===== config.mk =====
export PLATFORM = sky130hd
export DESIGN_NAME = uart_rx_engine
export DESIGN_NICKNAME = d
export VERILOG_FILES = /design/src/rtl/uart_rx_engine.sv
export SDC_FILE = /design/constraint.sdc
export NUM_CORES = 1
export LEC_CHECK = 0
export ABC_AREA = 1
export BUFFER_PORTS_ARGS = -buffer_cell sky130_fd_sc_hd__buf_2
export CORE_AREA = 2 2 77 87
export DETAILED_ROUTE_END_ITERATION = 16
export DIE_AREA = 0 0 79 89
export PLACE_DENSITY = 0.85
export SYNTH_ARGS = -nofsm -noshare
export SYNTH_HDL_FRONTEND = slang
export SYNTH_SLANG_ARGS = --single-unit

===== constraint.sdc =====
create_clock -name clk -period 3.1 [get_ports clk]
set_input_delay 0.155 -clock clk [delete_from_list [all_inputs] [get_ports clk]]
set_output_delay 0.155 -clock clk [all_outputs]
set_load 0.005 [all_outputs]

===== src/rtl/uart_rx_engine.sv =====
// UART receive engine: synchronizes rx, finds the start bit, samples each bit
// at mid-bit, and presents the byte with SR-style rxrdy/ovf and per-frame perr/ferr.
module uart_rx_engine #(
  parameter int K_WIDTH     = 19,
  parameter int SYNC_STAGES = 2
) (
  input  logic               clk,
  input  logic               rst,
  input  logic               rx,
  input  logic [K_WIDTH-1:0] k,
  input  logic               eight,
  input  logic               pen,
  input  logic               ohel,
  input  logic               read_ack,
  output logic [7:0]         rx_data,
  output logic               rxrdy,
  output logic               perr,
  output logic               ferr,
  output logic               ovf
);

  typedef enum logic [1:0] {IDLE, START, DATA, DONE} state_t;

  state_t                 state;
  logic [SYNC_STAGES-1:0] sync_q;
  logic                   rxs;
  logic [K_WIDTH-1:0]     keff;
  logic [K_WIDTH-1:0]     half;
  logic [K_WIDTH-1:0]     cnt;
  logic [3:0]             bitcnt;
  logic [3:0]             last_idx;
  logic [3:0]             par_idx;
  logic [9:0]             sr;
  logic                   eight_l;
  logic                   pen_l;
  logic                   ohel_l;
  logic [7:0]             data_w;

  function automatic logic parity_err(input logic [7:0] d, input logic pbit,
                                      input logic en, input logic odd);
    return en & (^d ^ pbit ^ odd);
  endfunction

  assign rxs      = sync_q[SYNC_STAGES-1];
  assign keff     = (k == '0) ? K_WIDTH'(1) : k;
  assign half     = keff >> 1;
  // Frame bits after start are stored by index: data, optional parity, then stop last.
  assign last_idx = 4'd7 + {3'b000, eight_l} + {3'b000, pen_l};
  assign par_idx  = 4'd7 + {3'b000, eight_l};
  assign data_w   = {eight_l & sr[7], sr[6:0]};

  always_ff @(posedge clk or negedge rst) begin
    if (!rst) begin
      sync_q <= '1;
    end else begin
      sync_q <= {sync_q[SYNC_STAGES-2:0], rx};
    end
  end

  always_ff @(posedge clk or negedge rst) begin
    if (!rst) begin
      state   <= IDLE;
      cnt     <= '0;
      bitcnt  <= '0;
      sr      <= '0;
      eight_l <= 1'b0;
      pen_l   <= 1'b0;
      ohel_l  <= 1'b0;
      rx_data <= 8'h00;
      rxrdy   <= 1'b0;
      perr    <= 1'b0;
      ferr    <= 1'b0;
      ovf     <= 1'b0;
    end else begin
      // A DONE in the same clock overrides this clear, so a new frame is never lost.
      if (read_ack) begin
        rxrdy <= 1'b0;
        ovf   <= 1'b0;
      end
      case (state)
        IDLE: begin
          if (!rxs) begin
            state   <= START;
            eight_l <= eight;
            pen_l   <= pen;
            ohel_l  <= ohel;
            cnt     <= '0;
            bitcnt  <= '0;
          end
        end
        START: begin
          if (cnt == half) begin
            cnt   <= '0;
            state <= rxs ? IDLE : DATA;
          end else begin
            cnt <= cnt + K_WIDTH'(1);
          end
        end
        DATA: begin
          if (cnt == keff - K_WIDTH'(1)) begin
            cnt        <= '0;
            sr[bitcnt] <= rxs;
            bitcnt     <= bitcnt + 4'd1;
            if (bitcnt == last_idx) begin
              state <= DONE;
            end
          end else begin
            cnt <= cnt + K_WIDTH'(1);
          end
        end
        DONE: begin
          rx_data <= data_w;
          perr    <= parity_err(data_w, sr[par_idx], pen_l, ohel_l);
          ferr    <= ~sr[last_idx];
          ovf     <= ovf | rxrdy;
          rxrdy   <= 1'b1;
          state   <= IDLE;
        end
        default: state <= IDLE;
      endcase
    end
  end

endmodule


**Yosys cells after proc, flatten, opt, wreduce, memory -nomap -nowiden**

Cells that the tools add are included.

- Add/subtract/negate cells: 5
- Magnitude comparators: 4
- Eq/ne operators: 10
- Mux-type cells: 24
- Bitwise logic cells: 7
- Reduce and logical (&&, ||, !) cells: 12

Operators by type and width:

| operator | count |
|---|---|
| two-way mux 19 bit | 4 |
| one-hot mux 19 bit (3 select lines) | 1 |
| adder 19 x 1 -> 19 bit, second input constant | 1 |
| == test 19 x 18 -> 1 bit | 1 |
| == test 19 bit | 1 |
| logical NOT 19 bit | 1 |
| subtractor 19 x 1 -> 19 bit, second input constant | 1 |
| less-than comparator 4 x 5 -> 1 bit, second input constant | 3 |
| bitwise mux 10 bit | 1 |
| two-way mux 2 bit | 5 |
| binary-select mux 1 bit (select 4 bit) | 2 |
| two-way mux 4 bit | 2 |
| inequality test 2 bit, second input constant | 4 |
| one-hot mux 2 bit (4 select lines) | 1 |
| one-hot mux 4 bit (2 select lines) | 1 |
| parity 8 bit | 1 |
| two-way mux 1 bit | 6 |
| AND reduction 2 bit | 3 |
| adder 3 x 1 -> 4 bit, first input constant | 1 |
| adder 4 x 1 -> 4 bit | 1 |
| adder 4 x 1 -> 4 bit, second input constant | 1 |
| demux 1 bit (select 4 bit) | 1 |
| == test 2 bit, second input constant | 2 |
| == test 4 bit | 1 |
| 12 further kinds | 16 |

- Register bits after elaboration: 52
- Input port bits: 26
- Output and inout bits: 12
- Word-level logic and storage cells: 75

**Logic depth before layout (Yosys ltp)**

- Word-level depth: 6
- Depth in mapped cells: 23

**Worst setup path after synthesis**

Ideal clock, no wire load.

- Path kind: input to register
- From: input k[0]
- To: register cnt[16]
- Arrival time: 2.272 ns
- Data required time: 2.977 ns
- Slack: 0.705 ns
- Stages: 22
- Path through: nor2_2 nand2_1 nor2_1 nand3_1 buf_6 nand2_2 inv_2 ha_1 xor2_1 or2_2 nand3_1 a21oi_1 nand4_1 nor2_1 nand2_1 nor2_1 nand2_2 nand2_4 nand2_4 nand2_4 buf_8 o21ai_2

- Longest elaborated chain between the ends: 6
- Elaborated cells between the ends (all ways): 8
- Classes of those cells: add/sub: 1; eq/ne: 2; mux: 4; reduce/logical: 1

RTL lines:

| what | RTL line | source |
|---|---|---|
| start, declared | 10 | `input logic [K_WIDTH-1:0] k,` |
| logical NOT 19 bit | 45 | `assign keff = (k == '0) ? K_WIDTH'(1) : k;` |
| two-way mux 19 bit (*) | 45 |  |
| subtractor 19 x 1 -> 19 bit | 100 | `if (cnt == keff - K_WIDTH'(1)) begin` |
| == test 19 bit | 100 |  |
| two-way mux 19 bit | 100 |  |
| one-hot mux 19 bit (3 select lines) (*) | 80 | `case (state)` |
| end signal, assigned | 96 | `cnt <= cnt + K_WIDTH'(1);` |
| end signal, assigned | 108 | `cnt <= cnt + K_WIDTH'(1);` |
| end, declared | 29 | `logic [K_WIDTH-1:0] cnt;` |

Every way passes the cells marked *; elsewhere a longest branch is shown, timed or not.
A chain may end at the register's enable or synchronous reset.

**Final worst setup path**

- From: input k[10]
- To: register cnt[6]

The elaborated chain is that of the path after synthesis.

==> summary.txt <==
Outcome
  • Status: complete, no violations

Worst setup path
  • Critical path class: in2reg
  • Worst Path Arrival: between 2 and 3 ns
  • CP Launch Type: primary input
  • Required @ worst endpoint: about 3.3 ns
  • R2r startpoint: cnt[0]
  • Critical path capture point type: register
  • R2R depth: 12
  • Crit-path max FO: 18
  • RR Endpoint: cnt[18]
  • Reg2reg setup slack: 0.71 ns

Pwr
  • Total power divided by cell area: 446.6 mW/mm²
  • Comb pwr share: 0.373
  • Part of the power in registers: 0.421
  • VDD IR max: 0.0003875 V
  • P_sw: 749.1 µW
  • P_int: approximately 1100 µW
  • Pleak: 0.002008 µW
  • Sw Ratio: 0.3979
  • Clock power frac: 0.206
  • Pwr Total: about 1900 µW

Floorplan
  • Die width: 79 µm
  • Die H: 89 µm
  • Initial Util: 0.6428
  • Die area: 0.007031 mm²
  • IO Count: 38
  • Core area: 0.006081 mm²
  • Rows: 30

Routing
  • Drt total wl: 8571 µm
  • Wire length per cell: 13.13 µm
  • Pre-Repair DR Iteration Count: 5
  • DRT antenna net count: 0
  • Vias per inst: 5.343
  • Via count: 3489
  • DRT iter0 DRCs: ~320
  • Drc violations: 0

GRT
  • Global Route Usage Sum: 0.2629
  • GR Overflow Total: 0
  • First-pass GRT wire length: 14630 µm
  • Vias in the first global route: between 3000 and 4000
  • Initial antenna violation count: 0
  • Largest net degree at the start of global routing: 53

STA
  • Max frequency: about 0.40 GHz
  • Worst-Margin Slew: 1.120 ns
  • RSZ-0062 raised after global routing: false
  • Post-Route Setup TNS: 0 ns
  • Setup ws final: 0.6237 ns
  • Clock Skew: 0.01575 ns
  • Hold Slack: 0.04815 ns
  • Minimum clock period after layout: 2.476 ns
  • Final Max Slew Viols: 0
  • Final hold vios: 0
  • Final setup viols: 0
  • Slew headroom: 0.2535
  • Tcrit/Tclk final: 0.7988

Yosys
  • Sequential fraction of the synthesis area: 0.3335
  • Netlist cell types: 38
  • Cell area after synthesis: 0.003909 mm²
  • Mapped Cells: ~540
  • Main synth FF type: dfrtp_1
  • Fraction of registers with async set/reset: 1.000
  • Syn_nets: 582
  • Number of enable flip-flop cells after synthesis: 0
  • Synthesis Warnings: 0
  • Syn Area/Cell: 7.198 µm²
  • Synthesized flop and latch total: 52

Layout
  • Ant diodes: 0
  • Total Nets Final: 611
  • FILL cells: 553
  • Design area: about 0.0042 mm²
  • Layout cell share with drive strength beyond 1: 0.1518
  • P&R area growth vs syn: 7.842%

Place
  • Placed Area: 0.004116 mm²
  • Port bufs: 37
  • Final estimated routing congestion in global placement: 0.9212
  • Detail Placement HPWL: 6748 µm
  • Setup WS pre-CTS: 0.3296 ns

Clock network
  • CTS buffer count: 5
  • TritonCTS clock tree: done
  • CTS sink cnt: 52
  • H-Tree Depth: 2
  • Maximum clock insertion buffer count: 2
  • Skew-Pair Late Insertion Delay: 0.31 ns
  • Clock transition at path regs: ~0.10 ns
  • Clk root buf: clkbuf_8

Job
  • Max Cap Viol: 0

Min path
  • Hold Path Class: in2async
## area by class of cell
| type | instances | area (µm²) | share of cell area |
|---|---|---|---|
| Multi-Input combinational cell | 408 | 2271 | 0.5387 |
| Sequential cell | 52 | 1304 | 0.3093 |
| Inverter | 66 | 249.0 | 0.05907 |
| Timing Repair Buffer | 39 | 202.7 | 0.04809 |
| Tap cell | 80 | 100.1 | 0.02375 |
| Clock buffer | 6 | 72.57 | 0.01722 |
| Clock inverter | 2 | 16.27 | 0.003859 |
## worst max-delay path: stages
cell	delay [ns]
buf_2	0.13
nor2_1	0.13
inv_2	0.06
nor2_1	0.15
nand3_1	0.14
nand2_2	0.09
inv_2	0.04
ha_1	0.24
xor2_1	0.21
or2_2	0.14
nand3_1	0.06
a21oi_1	0.12
nand4_1	0.10
nor2_1	0.10
nand2_1	0.06
nor2_1	0.11
nand2_2	0.11
nand2_4	0.10
nand2_4	0.07
nand2_4	0.21
o21ai_0	0.13
## worst max path at each step
stage,from,endpoint,slack (ns),cells past startpoint
6_report,k[10],cnt[6],0.62,21
5_1_grt,k[0],cnt[5],0.37,21
4_1_cts,k[10],cnt[6],0.65,21
3_3_place_gp,k[10],cnt[4],0.46,21
2_1_floorplan,k[0],cnt[16],0.70,22
3_5_place_dp,k[10],cnt[6],0.33,21
## flip-flops by register name (all words and copies together) (netlist names), 2 cells and up, named ones only
signal   flops
cnt         19
sr          10
sync_q       2
bitcnt       4
rx_data      8
## cell usage in the layout, fill, tap and decap left out, types with 2 or more instances in the layout
| cell | netlist | final |
|---|---|---|
| a21oi_1 | 6 | 6 |
| buf_2 | 2 | 37 |
| clkbuf_8 | 0 | 5 |
| dfrtp_1 | 50 | 50 |
| dfstp_2 | 2 | 2 |
| ha_1 | 13 | 13 |
| inv_1 | 60 | 60 |
| inv_2 | 4 | 4 |
| nand2_1 | 145 | 145 |
| nand2_2 | 5 | 5 |
| nand2_4 | 3 | 3 |
| nand3_1 | 27 | 27 |
| nand4_1 | 28 | 28 |
| nor2_1 | 50 | 50 |
| nor2_2 | 5 | 5 |
| nor3_1 | 6 | 6 |
| nor3_2 | 3 | 3 |
| o21ai_0 | 35 | 35 |
| o21ai_1 | 5 | 5 |
| o21ai_2 | 10 | 10 |
| o21bai_1 | 2 | 2 |
| or2_2 | 4 | 4 |
| xnor2_1 | 13 | 13 |
| xor2_1 | 39 | 39 |
## kinds of logic after synthesis
family / share of synthesized area
buffers and inverters: 0.08546
adders and majority gates: 0.04161
xor gates and xnor gates: 0.1165
DFF: 0.3335
AOI/OAI and AO/OA: 0.08931
muxes: 0.002881
and+or+nand+nor: 0.3307
## synth_stat cells, types with 2 or more instances
| library cell | n | area (µm²) |
|---|---|---|
| o21ai_2 | 10 | 87.58 |
| dfrtp_1 | 50 | 1251 |
| nand4_1 | 28 | 175.2 |
| buf_2 | 2 | 10.01 |
| o21ai_1 | 5 | 25.02 |
| nand2_2 | 5 | 31.28 |
| dfstp_2 | 2 | 52.55 |
| nor2_2 | 5 | 31.28 |
| o21bai_1 | 2 | 15.01 |
| inv_1 | 60 | 225.2 |
| nand3_1 | 27 | 135.1 |
| ha_1 | 13 | 162.7 |
| nor3_1 | 6 | 30.03 |
| nand2_1 | 145 | 544.3 |
| xor2_1 | 39 | 341.6 |
| nor2_1 | 50 | 187.7 |
| nand2_4 | 3 | 33.78 |
| inv_2 | 4 | 15.01 |
| xnor2_1 | 13 | 113.9 |
| or2_2 | 4 | 25.02 |
| nor3_2 | 3 | 30.03 |
| a21oi_1 | 6 | 30.03 |
| o21ai_0 | 35 | 175.2 |
| clkbuf_1 | 12 | 45.04 |
## through the flow
step,instances,util
after CTS,653,0.6932
after detailed placement,644,0.6770
after floorplan,543,-
after global placement,644,0.6770
final,653,0.6932
after global routing,653,0.6932
## repair_timing
item / 4_1_cts / 5_1_grt
gates resized for setup: 0 / 0
buffers inserted: 0 / 0
hold endpoints to repair: 1 / 0
hold buffers: 1 / 0
## per-layer routing
metal	share of wire	vias to the layer above	global-route usage	wire, µm
met4	0.010	0	0.07210	87
met3	0.053	11	0.04242	450
li1	-	1792	-	-
met5	0	-	0	0
met1	0.47	1591	0.3554	4015
met2	0.47	95	0.4422	4017
## power by group through the flow
stage	clock network [µW]	logic (µW)	registers [µW]
finish	388	702	792
global route	420	796	798
CTS	393	698	792
detailed placement	0	693	805
global placement	0	669	802
floorplan	0	534	797
Power figures use the tool's default switching activity.
